==> src/rtl/mem_seq_pkg.sv <==
// -----------------------------------------------------------------------------
// mem_seq_pkg
// Shared types for the LC-3 SRAM memory sequencer:
//   mem_state_t       : sequencer FSM states
//   op_kind_t         : kind of request accepted from the control unit
//   MMIO_ADDR_DEFAULT : default address of the memory-mapped I/O word
//   decode_op()       : write wins when Mem_WE and Mem_OE are both low
// -----------------------------------------------------------------------------
package mem_seq_pkg;

  typedef enum logic [2:0] {
    IDLE     = 3'd0,
    RD_ACC   = 3'd1,
    RD_DONE  = 3'd2,
    WR_SETUP = 3'd3,
    WR_PULSE = 3'd4,
    WR_HOLD  = 3'd5,
    WR_DONE  = 3'd6
  } mem_state_t;

  typedef enum logic {
    OP_RD = 1'b0,
    OP_WR = 1'b1
  } op_kind_t;

  localparam logic [15:0] MMIO_ADDR_DEFAULT = 16'hFFFF;

  // Mem_WE is active-low; a write request takes priority over a read.
  function automatic op_kind_t decode_op(input logic mem_we_n);
    return mem_we_n ? OP_RD : OP_WR;
  endfunction

endpackage

==> src/rtl/sram_mem_sequencer_if.sv <==
// -----------------------------------------------------------------------------
// sram_mem_sequencer_if
// Control-unit side bus of the memory sequencer.
//   Mem_CE/UB/LB/OE/WE : active-low request strobes from the control unit
//   ADDR               : MAR contents
//   Data_from_CPU      : MDR contents (write data)
//   Data_to_CPU        : registered read data
//   Mem_Ready          : one-cycle completion pulse
// Modports: master = control unit, slave = sequencer.
// -----------------------------------------------------------------------------
interface sram_mem_sequencer_if #(
  parameter int DATA_W = 16
);
  logic              Mem_CE;
  logic              Mem_UB;
  logic              Mem_LB;
  logic              Mem_OE;
  logic              Mem_WE;
  logic [15:0]       ADDR;
  logic [DATA_W-1:0] Data_from_CPU;
  logic [DATA_W-1:0] Data_to_CPU;
  logic              Mem_Ready;

  modport master (
    output Mem_CE, Mem_UB, Mem_LB, Mem_OE, Mem_WE, ADDR, Data_from_CPU,
    input  Data_to_CPU, Mem_Ready
  );

  modport slave (
    input  Mem_CE, Mem_UB, Mem_LB, Mem_OE, Mem_WE, ADDR, Data_from_CPU,
    output Data_to_CPU, Mem_Ready
  );
endinterface

==> src/rtl/mem_mmio_regs.sv <==
// -----------------------------------------------------------------------------
// mem_mmio_regs
// Memory-mapped I/O word for the sequencer (present only with MEM_MMIO_EN).
//   Clk, Reset : system clock, synchronous active-high reset
//   addr       : CPU address compared against MMIO_ADDR -> hit
//   wr_en      : write accepted this cycle; loads HEX_out when hit
//   wr_data    : data written to the display register
//   Switches   : board switches, returned as rd_data
//   HEX_out    : display register
// -----------------------------------------------------------------------------
`ifdef MEM_MMIO_EN
module mem_mmio_regs
  import mem_seq_pkg::*;
#(
  parameter int          DATA_W    = 16,
  parameter logic [15:0] MMIO_ADDR = MMIO_ADDR_DEFAULT
) (
  input  logic              Clk,
  input  logic              Reset,
  input  logic [15:0]       addr,
  input  logic              wr_en,
  input  logic [DATA_W-1:0] wr_data,
  input  logic [DATA_W-1:0] Switches,
  output logic              hit,
  output logic [DATA_W-1:0] rd_data,
  output logic [DATA_W-1:0] HEX_out
);

  assign hit     = (addr == MMIO_ADDR);
  assign rd_data = Switches;

  always_ff @(posedge Clk) begin
    if (Reset)
      HEX_out <= '0;
    else if (wr_en && hit)
      HEX_out <= wr_data;
  end

endmodule
`endif

==> src/rtl/sram_mem_sequencer.sv <==
// -----------------------------------------------------------------------------
// sram_mem_sequencer
// Turns LC-3 control-unit strobe levels into timed async-SRAM read/write
// cycles and returns read data with a one-cycle Mem_Ready pulse.
//   Clk, Reset    : system clock, synchronous active-high reset
//   bus (slave)   : control-unit request bus, see sram_mem_sequencer_if
//   Switches      : MMIO read source
//   HEX_out       : MMIO display register (0 when MMIO is not built)
//   SRAM_ADDR     : registered SRAM address (CPU address zero-extended)
//   SRAM_*_N      : SRAM strobes, active-low
//   SRAM_DQ_O/T/I : pad write data, pad drive enable (1 = drive), read data
// Build option: define MEM_MMIO_EN to map one word at MMIO_ADDR onto
// Switches (read) / HEX_out (write) instead of SRAM.
// -----------------------------------------------------------------------------
module sram_mem_sequencer
  import mem_seq_pkg::*;
#(
  parameter int          ADDR_W    = 20,
  parameter int          DATA_W    = 16,
  parameter int          RD_WAIT   = 2,
  parameter int          WR_WAIT   = 2,
  parameter logic [15:0] MMIO_ADDR = MMIO_ADDR_DEFAULT
) (
  input  logic                 Clk,
  input  logic                 Reset,
  sram_mem_sequencer_if.slave  bus,
  input  logic [DATA_W-1:0]    Switches,
  output logic [DATA_W-1:0]    HEX_out,
  output logic [ADDR_W-1:0]    SRAM_ADDR,
  output logic                 SRAM_CE_N,
  output logic                 SRAM_UB_N,
  output logic                 SRAM_LB_N,
  output logic                 SRAM_OE_N,
  output logic                 SRAM_WE_N,
  output logic [DATA_W-1:0]    SRAM_DQ_O,
  output logic                 SRAM_DQ_T,
  input  logic [DATA_W-1:0]    SRAM_DQ_I
);

  localparam int MAX_WAIT = (RD_WAIT > WR_WAIT) ? RD_WAIT : WR_WAIT;
  localparam int CNT_W    = $clog2(MAX_WAIT) + 1;
  localparam logic [CNT_W-1:0] RD_LOAD = CNT_W'(RD_WAIT - 1);
  localparam logic [CNT_W-1:0] WR_LOAD = CNT_W'(WR_WAIT - 1);

  mem_state_t        state;
  logic [CNT_W-1:0]  cnt;
  logic [DATA_W-1:0] wdata_q;
  logic              ub_n_q;
  logic              lb_n_q;

  logic              req;
  logic              rd_keep;
  logic              wr_keep;
  op_kind_t          req_op;
  logic              mmio_hit;
  logic [DATA_W-1:0] mmio_rdata;

  // Request levels: a request exists while CE is low and either strobe is
  // low; an operation stays alive only while its own strobe and CE stay low.
  assign req     = !bus.Mem_CE && (!bus.Mem_WE || !bus.Mem_OE);
  assign rd_keep = !bus.Mem_CE && !bus.Mem_OE;
  assign wr_keep = !bus.Mem_CE && !bus.Mem_WE;
  assign req_op  = decode_op(bus.Mem_WE);

`ifdef MEM_MMIO_EN
  mem_mmio_regs #(
    .DATA_W    (DATA_W),
    .MMIO_ADDR (MMIO_ADDR)
  ) u_mmio (
    .Clk      (Clk),
    .Reset    (Reset),
    .addr     (bus.ADDR),
    .wr_en    ((state == IDLE) && req && (req_op == OP_WR)),
    .wr_data  (bus.Data_from_CPU),
    .Switches (Switches),
    .hit      (mmio_hit),
    .rd_data  (mmio_rdata),
    .HEX_out  (HEX_out)
  );
`else
  // Without MMIO the I/O address is ordinary SRAM.
  logic unused_mmio;
  assign unused_mmio = ^{Switches, MMIO_ADDR};
  assign mmio_hit    = 1'b0;
  assign mmio_rdata  = '0;
  assign HEX_out     = '0;
`endif

  // NOTE: sequential state uses non-blocking assignments so every flop in
  // this block samples pre-edge values, independent of statement order.
  always_ff @(posedge Clk) begin
    if (Reset) begin
      state           <= IDLE;
      cnt             <= '0;
      SRAM_ADDR       <= '0;
      wdata_q         <= '0;
      ub_n_q          <= 1'b1;
      lb_n_q          <= 1'b1;
      bus.Data_to_CPU <= '0;
      bus.Mem_Ready   <= 1'b0;
    end else begin
      bus.Mem_Ready <= 1'b0;
      case (state)
        IDLE: begin
          if (req) begin
            SRAM_ADDR <= ADDR_W'(bus.ADDR);
            wdata_q   <= bus.Data_from_CPU;
            ub_n_q    <= bus.Mem_UB;
            lb_n_q    <= bus.Mem_LB;
            if (mmio_hit) begin
              // I/O word completes immediately; SRAM is never strobed.
              bus.Mem_Ready <= 1'b1;
              if (req_op == OP_RD) begin
                bus.Data_to_CPU <= mmio_rdata;
                state           <= RD_DONE;
              end else begin
                state <= WR_DONE;
              end
            end else if (req_op == OP_RD) begin
              cnt   <= RD_LOAD;
              state <= RD_ACC;
            end else begin
              state <= WR_SETUP;
            end
          end
        end
        RD_ACC: begin
          if (!rd_keep) begin
            state <= IDLE;
          end else if (cnt == '0) begin
            bus.Data_to_CPU <= SRAM_DQ_I;
            bus.Mem_Ready   <= 1'b1;
            state           <= RD_DONE;
          end else begin
            cnt <= cnt - 1'b1;
          end
        end
        RD_DONE: if (!rd_keep) state <= IDLE;
        WR_SETUP: begin
          if (!wr_keep) begin
            state <= IDLE;
          end else begin
            cnt   <= WR_LOAD;
            state <= WR_PULSE;
          end
        end
        WR_PULSE: begin
          // Once the pulse has started it always runs to full width.
          if (cnt == '0) begin
            bus.Mem_Ready <= 1'b1;
            state         <= WR_HOLD;
          end else begin
            cnt <= cnt - 1'b1;
          end
        end
        WR_HOLD: state <= WR_DONE;
        WR_DONE: if (!wr_keep) state <= IDLE;
        default: state <= IDLE;
      endcase
    end
  end

  // Strobes decode straight from the state register, so they drop to idle on
  // the same edge that resets or ends an operation. DQ_T and OE_N are owned
  // by disjoint states, and every path between them passes a DQ_T=0 state.
  // NOTE: every output gets a default before the case so no latch is inferred.
  always_comb begin
    SRAM_CE_N = 1'b1;
    SRAM_OE_N = 1'b1;
    SRAM_WE_N = 1'b1;
    SRAM_DQ_T = 1'b0;
    case (state)
      RD_ACC: begin
        SRAM_CE_N = 1'b0;
        SRAM_OE_N = 1'b0;
      end
      WR_SETUP, WR_HOLD: begin
        SRAM_CE_N = 1'b0;
        SRAM_DQ_T = 1'b1;
      end
      WR_PULSE: begin
        SRAM_CE_N = 1'b0;
        SRAM_WE_N = 1'b0;
        SRAM_DQ_T = 1'b1;
      end
      default: ;
    endcase
    SRAM_UB_N = SRAM_CE_N | ub_n_q;
    SRAM_LB_N = SRAM_CE_N | lb_n_q;
  end

  assign SRAM_DQ_O = wdata_q;

endmodule

==> src/flat_wrapper.sv <==
// flat-port wrapper written by rule: the top's interface ports become plain ports
module sram_mem_sequencer_flat import mem_seq_pkg::*;
#(
  parameter int          ADDR_W    = 20,
  parameter int          DATA_W    = 16,
  parameter int          RD_WAIT   = 2,
  parameter int          WR_WAIT   = 2,
  parameter logic [15:0] MMIO_ADDR = MMIO_ADDR_DEFAULT
)
  (Clk, Reset, Switches, HEX_out, SRAM_ADDR, SRAM_CE_N, SRAM_UB_N, SRAM_LB_N, SRAM_OE_N, SRAM_WE_N, SRAM_DQ_O, SRAM_DQ_T, SRAM_DQ_I, bus_Mem_CE, bus_Mem_UB, bus_Mem_LB, bus_Mem_OE, bus_Mem_WE, bus_ADDR, bus_Data_from_CPU, bus_Data_to_CPU, bus_Mem_Ready);
  sram_mem_sequencer_if #(.DATA_W(DATA_W)) bus_i ();
  input  logic Clk;
  input  logic Reset;
  input  logic [DATA_W-1:0] Switches;
  output logic [DATA_W-1:0] HEX_out;
  output logic [ADDR_W-1:0] SRAM_ADDR;
  output logic SRAM_CE_N;
  output logic SRAM_UB_N;
  output logic SRAM_LB_N;
  output logic SRAM_OE_N;
  output logic SRAM_WE_N;
  output logic [DATA_W-1:0] SRAM_DQ_O;
  output logic SRAM_DQ_T;
  input  logic [DATA_W-1:0] SRAM_DQ_I;
  input wire logic [$bits(bus_i.Mem_CE)-1:0] bus_Mem_CE;
  input wire logic [$bits(bus_i.Mem_UB)-1:0] bus_Mem_UB;
  input wire logic [$bits(bus_i.Mem_LB)-1:0] bus_Mem_LB;
  input wire logic [$bits(bus_i.Mem_OE)-1:0] bus_Mem_OE;
  input wire logic [$bits(bus_i.Mem_WE)-1:0] bus_Mem_WE;
  input wire logic [$bits(bus_i.ADDR)-1:0] bus_ADDR;
  input wire logic [$bits(bus_i.Data_from_CPU)-1:0] bus_Data_from_CPU;
  output wire logic [$bits(bus_i.Data_to_CPU)-1:0] bus_Data_to_CPU;
  output wire logic [$bits(bus_i.Mem_Ready)-1:0] bus_Mem_Ready;
  assign bus_i.Mem_CE = bus_Mem_CE;
  assign bus_i.Mem_UB = bus_Mem_UB;
  assign bus_i.Mem_LB = bus_Mem_LB;
  assign bus_i.Mem_OE = bus_Mem_OE;
  assign bus_i.Mem_WE = bus_Mem_WE;
  assign bus_i.ADDR = bus_ADDR;
  assign bus_i.Data_from_CPU = bus_Data_from_CPU;
  assign bus_Data_to_CPU = bus_i.Data_to_CPU;
  assign bus_Mem_Ready = bus_i.Mem_Ready;
  sram_mem_sequencer #(.ADDR_W(ADDR_W), .DATA_W(DATA_W), .RD_WAIT(RD_WAIT), .WR_WAIT(WR_WAIT), .MMIO_ADDR(MMIO_ADDR)) u_core (.Clk(Clk), .Reset(Reset), .bus(bus_i), .Switches(Switches), .HEX_out(HEX_out), .SRAM_ADDR(SRAM_ADDR), .SRAM_CE_N(SRAM_CE_N), .SRAM_UB_N(SRAM_UB_N), .SRAM_LB_N(SRAM_LB_N), .SRAM_OE_N(SRAM_OE_N), .SRAM_WE_N(SRAM_WE_N), .SRAM_DQ_O(SRAM_DQ_O), .SRAM_DQ_T(SRAM_DQ_T), .SRAM_DQ_I(SRAM_DQ_I));
endmodule
==> config.mk <==
export PLATFORM = sky130hd
export DESIGN_NAME = sram_mem_sequencer_flat
export DESIGN_NICKNAME = d
export VERILOG_FILES = /design/src/rtl/mem_seq_pkg.sv /design/src/rtl/sram_mem_sequencer_if.sv /design/src/rtl/mem_mmio_regs.sv /design/src/rtl/sram_mem_sequencer.sv /design/src/flat_wrapper.sv
export SDC_FILE = /design/constraint.sdc
export NUM_CORES = 1
export LEC_CHECK = 0
export ABC_AREA = 1
export BUFFER_PORTS_ARGS = -buffer_cell sky130_fd_sc_hd__buf_2
export CORE_UTILIZATION = 41
export DETAILED_ROUTE_END_ITERATION = 8
export PLACE_DENSITY = 0.77
export SLEW_MARGIN = 20
export SYNTH_ARGS = -nofsm -noshare
export SYNTH_HDL_FRONTEND = slang
export SYNTH_SLANG_ARGS = --single-unit
==> constraint.sdc <==
create_clock -name Clk -period 1.8 [get_ports Clk]
set_clock_uncertainty 0.1 [all_clocks]
set_input_delay 0.09 -clock Clk [delete_from_list [all_inputs] [get_ports Clk]]
set_output_delay 0.09 -clock Clk [all_outputs]
set_load 0.01 [all_outputs]
Word-level counts from Yosys, hierarchy flattened:

Cells that the tools add are included.

* input port bits: 71
* output and inout port bits: 75
* flip-flop bits (word level): 56
* word-level logic and storage cells: 63

* reduce and logical (&&, ||, !) cells: 16
* equal/unequal tests: 14
* muxes and demuxes: 22
* bitwise logic cells: 2
* $add $sub $neg: 1

Operator list (count)
* two-way mux 3 bit: 7
* one-hot mux 3 bit (7 select lines): 1
* two-way mux 2 bit: 6
* AND reduction 5 bit: 2
* == test 3 bit, second input constant: 3
* inequality test 2 x 1 -> 1 bit, second input constant: 4
* one-hot mux 2 bit (4 select lines): 1
* == test 3 x 2 -> 1 bit, second input constant: 2
* two-way mux 1 bit: 6
* inequality test 2 bit, second input constant: 3
* nonzero test 4 bit: 1
* OR reduction 4 bit: 1
* == test 3 x 1 -> 1 bit, second input constant: 1
* logical AND 1 bit: 3
* zero test 1 bit: 3
* zero test 3 bit: 1
* inequality test 3 bit, second input constant: 1
* AND reduction 3 bit: 1
* OR reduction 3 bit: 1
* zero test 2 bit: 1
* OR 1 bit: 2
* one-hot mux 1 bit (2 select lines): 1
* AND reduction 2 bit: 1
* subtractor 2 x 1 -> 2 bit, second input constant: 1
* logical OR 1 bit: 1

Logic depth before layout (Yosys ltp):

Gate-level depths: netlist of the first run.

* depth after elaboration: 5
* gate-level depth with buffers: 9
* depth with buffers taken out: 9

Worst setup path after synthesis of the first run:

OpenSTA, ideal clock, no wires.

* path type: register -> register
* start point: register u_core.state[2]
* end point: register u_core.bus.Data_to_CPU[11]
* path slack: 0.430 ns
* setup time: 0.116 ns
* path buffers: 1
* data required time: 1.584 ns
* period minus slack after synthesis: 1.370 ns
* cell stages (with the launch flop): 10
* arrival: 1.155 ns
* cells stage by stage: dfxtp_1 > inv_2 > nand2_2 > nor2_2 > nand2_2 > nor2_4 > inv_2 > buf_6 > nor2_1 > nor2_1

* cells in the longest elaborated chain, start to end: 2

RTL lines
* start, declared: line sram_mem_sequencer.sv:45 `mem_state_t state;`
* start signal, assigned: line sram_mem_sequencer.sv:93 `state <= IDLE;`
* start signal, assigned: line sram_mem_sequencer.sv:115 `state <= RD_DONE;`
* start signal, assigned: line sram_mem_sequencer.sv:117 `state <= WR_DONE;`
* == test 3 x 1 -> 1 bit: line sram_mem_sequencer.sv:103 `case (state)`
* AND reduction 3 bit (no source line)
* end signal, assigned: line sram_mem_sequencer.sv:114 `bus.Data_to_CPU <= mmio_rdata;`
* end, declared: line sram_mem_sequencer_if.sv:31 `output Data_to_CPU, Mem_Ready`

Every way passes these cells.
A chain may end at the register's enable or synchronous reset.

Worst setup path in the final report of the first run:

* start point: register u_core.state[0]
* end point: register u_core.bus.Data_to_CPU[14]

The elaborated chain is that of the path after synthesis.

==> results of run 1 <==
-- layout make-up --
type	instances	area, µm²	area share
sequential	56	1120	0.319
timing repair buffer	165	1120	0.318
multi-input combinational	239	1030	0.292
tap	72	90.1	0.0256
clock buffer	6	82.6	0.0235
inverter	17	63.8	0.0181
clock inverter	2	13.8	0.00391
-- critical path, stage by stage, from the launching register on --
cell and delay [ns]:
dfxtp_1 0.48, nand2_2 0.11, nor2_2 0.12, nand2_2 0.09, nor2_4 0.23, inv_2 0.20
nor2_1 0.17, nor2_1 0.07
-- per-stage QoR --
stage / utilization / power, W / setup slack [ns] / hold WS [ns] / cells
finish: 0.636 / 0.00414 / 0.137 / 0.152 / 557
global route: 0.636 / 0.00448 / 0.0265 / 0.180 / 557
global placement: 0.526 / 0.00330 / 0.237 / 0.179 / 498
detailed placement: 0.526 / 0.00335 / 0.196 / 0.170 / 498
CTS: 0.635 / 0.00416 / 0.108 / 0.125 / 557
floorplan: - / 0.00283 / 0.430 / 0.0591 / 345
-- cells in the final DEF, fill, tap and decap left out, drive strengths merged --
cell type    count
buf            114
nand3           14
nand2           27
a21oi            6
conb            20
a21boi           1
clkbuf           6
nor2           117
dfxtp           56
clkinv           2
or2              3
o21ai           49
ha               1
inv             17
dlygate4sd3     51
nand4            1
-- logic make-up (layout without fill, tap and decap cells) --
kind of cell / count (synthesis) / after routing / synth area share
adders and majority gates: 1 / 1 / 0.00529
and+or+nand+nor: 162 / 162 / 0.279
DFF: 56 / 56 / 0.474
buffers and inverters: 50 / 190 / 0.121
other: 1 / 20 / 0.00159
AOI/OAI and AO/OA: 56 / 56 / 0.120
-- state kept, by name, summed over array words and instances (netlist names) --
signal and cells:
u_core.bus.Mem_Ready 1, u_core.SRAM_DQ_O 16, u_core.bus.Data_to_CPU 16, u_core.ub_n_q 1, u_core.state 3, u_core.SRAM_ADDR 16, u_core.lb_n_q 1, u_core.cnt 2
-- metal layers --
metal | track usage | vias up | part of all wire
met5 | 0 | - | 0
met4 | 0.0685 | 0 | 0.0083
met3 | 0.0671 | 6 | 0.070
met2 | 0.405 | 104 | 0.51
met1 | 0.236 | 1150 | 0.41
li1 | - | 1300 | -
-- path summary, 6_finish.rpt --
kind         cells after the start  slack [ns]                          to       startpoint
max reg2reg                      7        0.14  u_core.bus.Data_to_CPU[14]  u_core.state[0]
min reg2reg                      2        0.37               u_core.ub_n_q    u_core.ub_n_q
min                              6        0.15             u_core.state[0]       bus_Mem_OE
max                              7        0.14  u_core.bus.Data_to_CPU[14]  u_core.state[0]
-- power breakdown --
group | total (W) | internal (W) | switching (W)
sequential | 0.00168 | 0.00152 | 0.000163
clock | 0.000716 | 0.000316 | 0.000400
combinational | 0.00174 | 0.000706 | 0.00104
total | 0.00414 | 0.00254 | 0.00160
-- repair_timing --
item / CTS / global route
buffers inserted: 0 / 0
endpoints found under the setup margin: 0 / 2
resized for setup: 0 / 1
endpoints found under the hold margin: 51 / 0
hold buffers: 51 / 0
-- Yosys cell counts, drive strengths merged --
cell    count
nand4       1
clkbuf      8
or2         3
nor2      117
inv        16
o21ai      49
conb        1
nand2      27
a21oi       6
nand3      14
clkinv      1
ha          1
a21boi      1
buf        25
dfxtp      56
==> results.md, run 1 <==
- Status: completed
- Worst EP arrival: 1.76 ns
- First-pass GRT wire length: 10500 µm
- Crit end category: flip-flop
- Clk sinks: 56
- RSZ-0062 raised after global routing: no
- Vias in the first global route: 2372
- Area growth syn-to-layout: 48.9%
- Setup CP Type: reg2reg
- Startpoint Class: flip-flop
- DRT Wirelength: 6610 µm
- Total negative slack: 0 ns
- Initial Util: 0.427
- Slew Viols, Final: 0
- Final critical-path share of the clock period: 0.924
- CTS Buf Count: 5
- Die height: 77.9 µm
- Crit path max fanout: 16
- Ant diodes: 0
- Clock Tree Buf Depth: 2
- Clk pin slew, worst setup/hold paths: 0.10 ns
- Clk Latency, worst-skew pair: 0.29 ns
- Largest area contributor in the netlist: dfxtp_1
- Fillers: 480
- Syn Area/Cell: 7.25 µm²
- Synth Instances: 326
- Tmin final: 1.66 ns
- Final setup violation count: 0
- Average wire per standard cell: 11.9 µm
- Final Hold Vio Count: 0
- Peak supply drop: 0.550 mV
- Ports: 146
- Seq/Total Area, Yosys: 0.474
- Drt drc: 0
- Horiz. Die Dim: 77.9 µm
- Final global-route overflow total: 0
- GPL Wtd Cong: 0.861
- Antenna-violating nets left: 0
- Post-DP HPWL: 3970 µm
- Max-cap check violation count: 0
- CTS tree: done
- Clk root buf: clkbuf_8
- Tot GR Track Use: 0.219
- Power per standard cell area: 1180 nW/µm²
- Cell Area, Synth: 2360 µm²
- Finished Cell Area: 3520 µm²
- Post-Place Cell Area: 2910 µm²
- Synth warnings: 0
- Largest net degree at the start of global routing: 40
- Synth Register Bits: 56
- Die ar.: 6080 µm²
- H-tree depth: 2
- DRT Pass-1 Iters: 4
- Via count: 2560
- Port bufs: 109
- Std cell rows: 27
- Synth cell types: 21
- Fmax: 601 MHz
- Ranking of synthesized cells by area: dfxtp_1, nor2_1, o21ai_0
- Core area: 5540 µm²
- Initial antenna violation count: 0
- Leak: 1.80 nW
- HP Class: in2reg
- WP data required: 1.90 ns
- Fin nets: 556
- Share of the synthesized area in the top cell type: 0.474
- 1st-iter DRT viols: 79
- Drt via density: 4.60
- Layout cell share with drive strength beyond 1: 0.278
No activity file was read; power rests on OpenSTA's default activity.
==> inputs of run 2 (changes only) <==
--- a/config.mk
+++ b/config.mk
@@ -7,9 +7,9 @@
 export LEC_CHECK = 0
 export ABC_AREA = 1
 export BUFFER_PORTS_ARGS = -buffer_cell sky130_fd_sc_hd__buf_2
-export CORE_UTILIZATION = 41
+export CORE_UTILIZATION = 43
 export DETAILED_ROUTE_END_ITERATION = 8
-export PLACE_DENSITY = 0.77
+export PLACE_DENSITY = 0.8
 export SLEW_MARGIN = 20
 export SYNTH_ARGS = -nofsm -noshare
 export SYNTH_HDL_FRONTEND = slang
==> results.md, run 2 (synthesis gave the netlist of run 1 again) <==
- Slowest CP cell: dfxtp_1
- Slew Viols, Final: 0 (unchanged)
- 1st-iter DRT viols: 129 (+63%)
- Finished Cell Area: 3510 µm² (-0.36%)
- Setup CP Type: reg2out
- HP Class: in2reg
- Port bufs: 109 (unchanged)
- Power per standard cell area: 1170 nW/µm² (-0.53%)
- Initial Util: 0.454 (+0.0275)
- Std cell rows: 26 (-3.7%)
- Vias in the first global route: 2522 (+6.3%)
- FF-to-FF End: u_core.bus.Data_to_CPU[10]
- Horiz. Die Dim: 76.2 µm (-2.3%)
- Crit path max fanout: 8 (-8)
- Clk Latency, worst-skew pair: 0.30 ns (about the same)
- DRT Pass-1 Iters: 4 (unchanged)
- Startpoint Class: flip-flop
- DRT Wirelength: 6700 µm (+1.4%)
- RR Startpoint: u_core.state[0]
- Crit path launch: u_core.state[2]
- Commonest non-fill, non-tap cells in the layout: nor2_1, buf_2, dfxtp_1
- Commonest non-fill, non-tap cell in the layout: nor2_1
- Post-Place Cell Area: 2910 µm² (unchanged)
- Average wire per standard cell: 12.0 µm (+1.4%)
- Tot GR Track Use: 0.237 (+0.0186)
- Area growth syn-to-layout: 48.4%
- WP data required: 1.61 ns (-0.29 ns)
- Final critical-path share of the clock period: 0.923 (about the same)
- Clk root buf: clkbuf_8
- Setup slack after layout: 0.139 ns (+0.00128 ns)
- Crit end category: output port
- # Post-CTS Setup Buffers: 0 (unchanged)
- Drt via density: 4.65 (+1.1%)
- Post-DP HPWL: 4040 µm (+1.7%)
- Dpl ws: 0.266 ns (+0.0704 ns)
- Layout cell share with drive strength beyond 1: 0.275 (-0.00320)
- Reg-to-reg slack, setup: 0.14 ns (about the same)
- Ports: 146 (unchanged)
- Hold_sp: bus_Mem_OE
- Total negative slack: 0 ns (unchanged)
- RSZ-0062 raised after global routing: no
- CTS Buf Count: 5 (unchanged)
- Tmin final: 1.66 ns (-0.00128 ns)
- Via count: 2588 (+1.1%)
- Clock Tree Buf Depth: 2 (unchanged)
- Clk sinks: 56 (unchanged)
- Largest net degree at the start of global routing: 29 (-28%)
- Worst EP arrival: 1.47 ns (-0.29 ns)
- First-pass GRT wire length: 11100 µm (+6.0%)
- Ant diodes: 0 (unchanged)
- H-tree depth: 2 (unchanged)
- Core area: 5200 µm² (-6.1%)
- Initial antenna violation count: 0 (unchanged)
- Fin nets: 558 (+0.36%)
- Max incr delay on CP: 0.41 ns (-0.07 ns)
- Worst path buffer plus inverter count: 2 (+1)
- Status: completed
- Worst r2r path cells: 7 (unchanged)
- WHS Path Cells: 6 (unchanged)
- Leak: 1.80 nW (-0.23%)
- Crit path cell chain: inv_2, nor2_1, a21oi_1, or2_2, buf_2
- Final setup violation count: 0 (unchanged)
- Max-cap check violation count: 0 (unchanged)
- CTS tree: done
- Peak supply drop: 0.741 mV (+35%)
- Final Hold Vio Count: 0 (unchanged)
- Die ar.: 5800 µm² (-4.5%)
- Worst Hold End: u_core.state[0]
- Clk pin slew, worst setup/hold paths: 0.09 ns (about the same)
- Final global-route overflow total: 0 (unchanged)
- GPL Wtd Cong: 0.838 (-2.6%)
- Drt drc: 0 (unchanged)
- Antenna-violating nets left: 0 (unchanged)
- Fmax: 602 MHz (about the same)
- Crit path max-delay family: simple AND/OR/NAND/NOR gates
- Die height: 76.2 µm (-2.3%)
==> run 2: power by group <==
part / leakage, nW / internal [W] / total [W] / switching [W]
logic: 1.30 / 0.000715 / 0.00175 / 0.00104
clock network: 0.0424 / 0.000279 / 0.000667 / 0.000388
registers: 0.459 / 0.00152 / 0.00168 / 0.000168
total: 1.80 / 0.00251 / 0.00410 / 0.00159
==> run 2: worst max path at each step <==
stage	endpoint	slack, ns	cells after the start
after floorplan	u_core.bus.Data_to_CPU[11]	0.43	9
after global placement	u_core.bus.Data_to_CPU[15]	0.30	7
final	SRAM_LB_N	0.14	5
after global routing	SRAM_LB_N	0.01	5
after detailed placement	u_core.bus.Data_to_CPU[8]	0.27	7
after CTS	SRAM_LB_N	0.12	5
==> run 2: through the flow <==
stage	util	total power (W)	cells	hold WS [ns]
detailed placement	0.560	0.00335	498	0.187
global placement	0.560	0.00330	498	0.180
global route	0.674	0.00443	557	0.190
CTS	0.674	0.00409	557	0.140
finish	0.674	0.00410	557	0.154
floorplan	-	0.00283	345	0.0591
==> run 2: worst min-delay path: stages <==
cell and delay, ns:
buf_2 0.09, inv_1 0.04, nand2_1 0.07, inv_1 0.07, nand3_1 0.09, a21oi_1 0.06
==> run 2: cell type report <==
type	count	area, µm²
clock buffers	7	76.3
clock inverters	1	8.76
fillers	445	1700
inverters	17	63.8
multi-input cells	239	1030
flip-flops and latches	56	1120
well taps	70	87.6
repair buffers	167	1120
==> run 2: timing repair <==
| item | in CTS | in global routing |
|---|---|---|
| endpoints found under the hold margin | 51 | 0 |
| hold buffers | 51 | 0 |
| gates resized for setup | 0 | 0 |
==> run 2: layer usage <==
layer  track usage  routed length, µm
met5             0                  0
met4         0.115                213
met3        0.0659                425
met2         0.418               3260
met1         0.263               2800
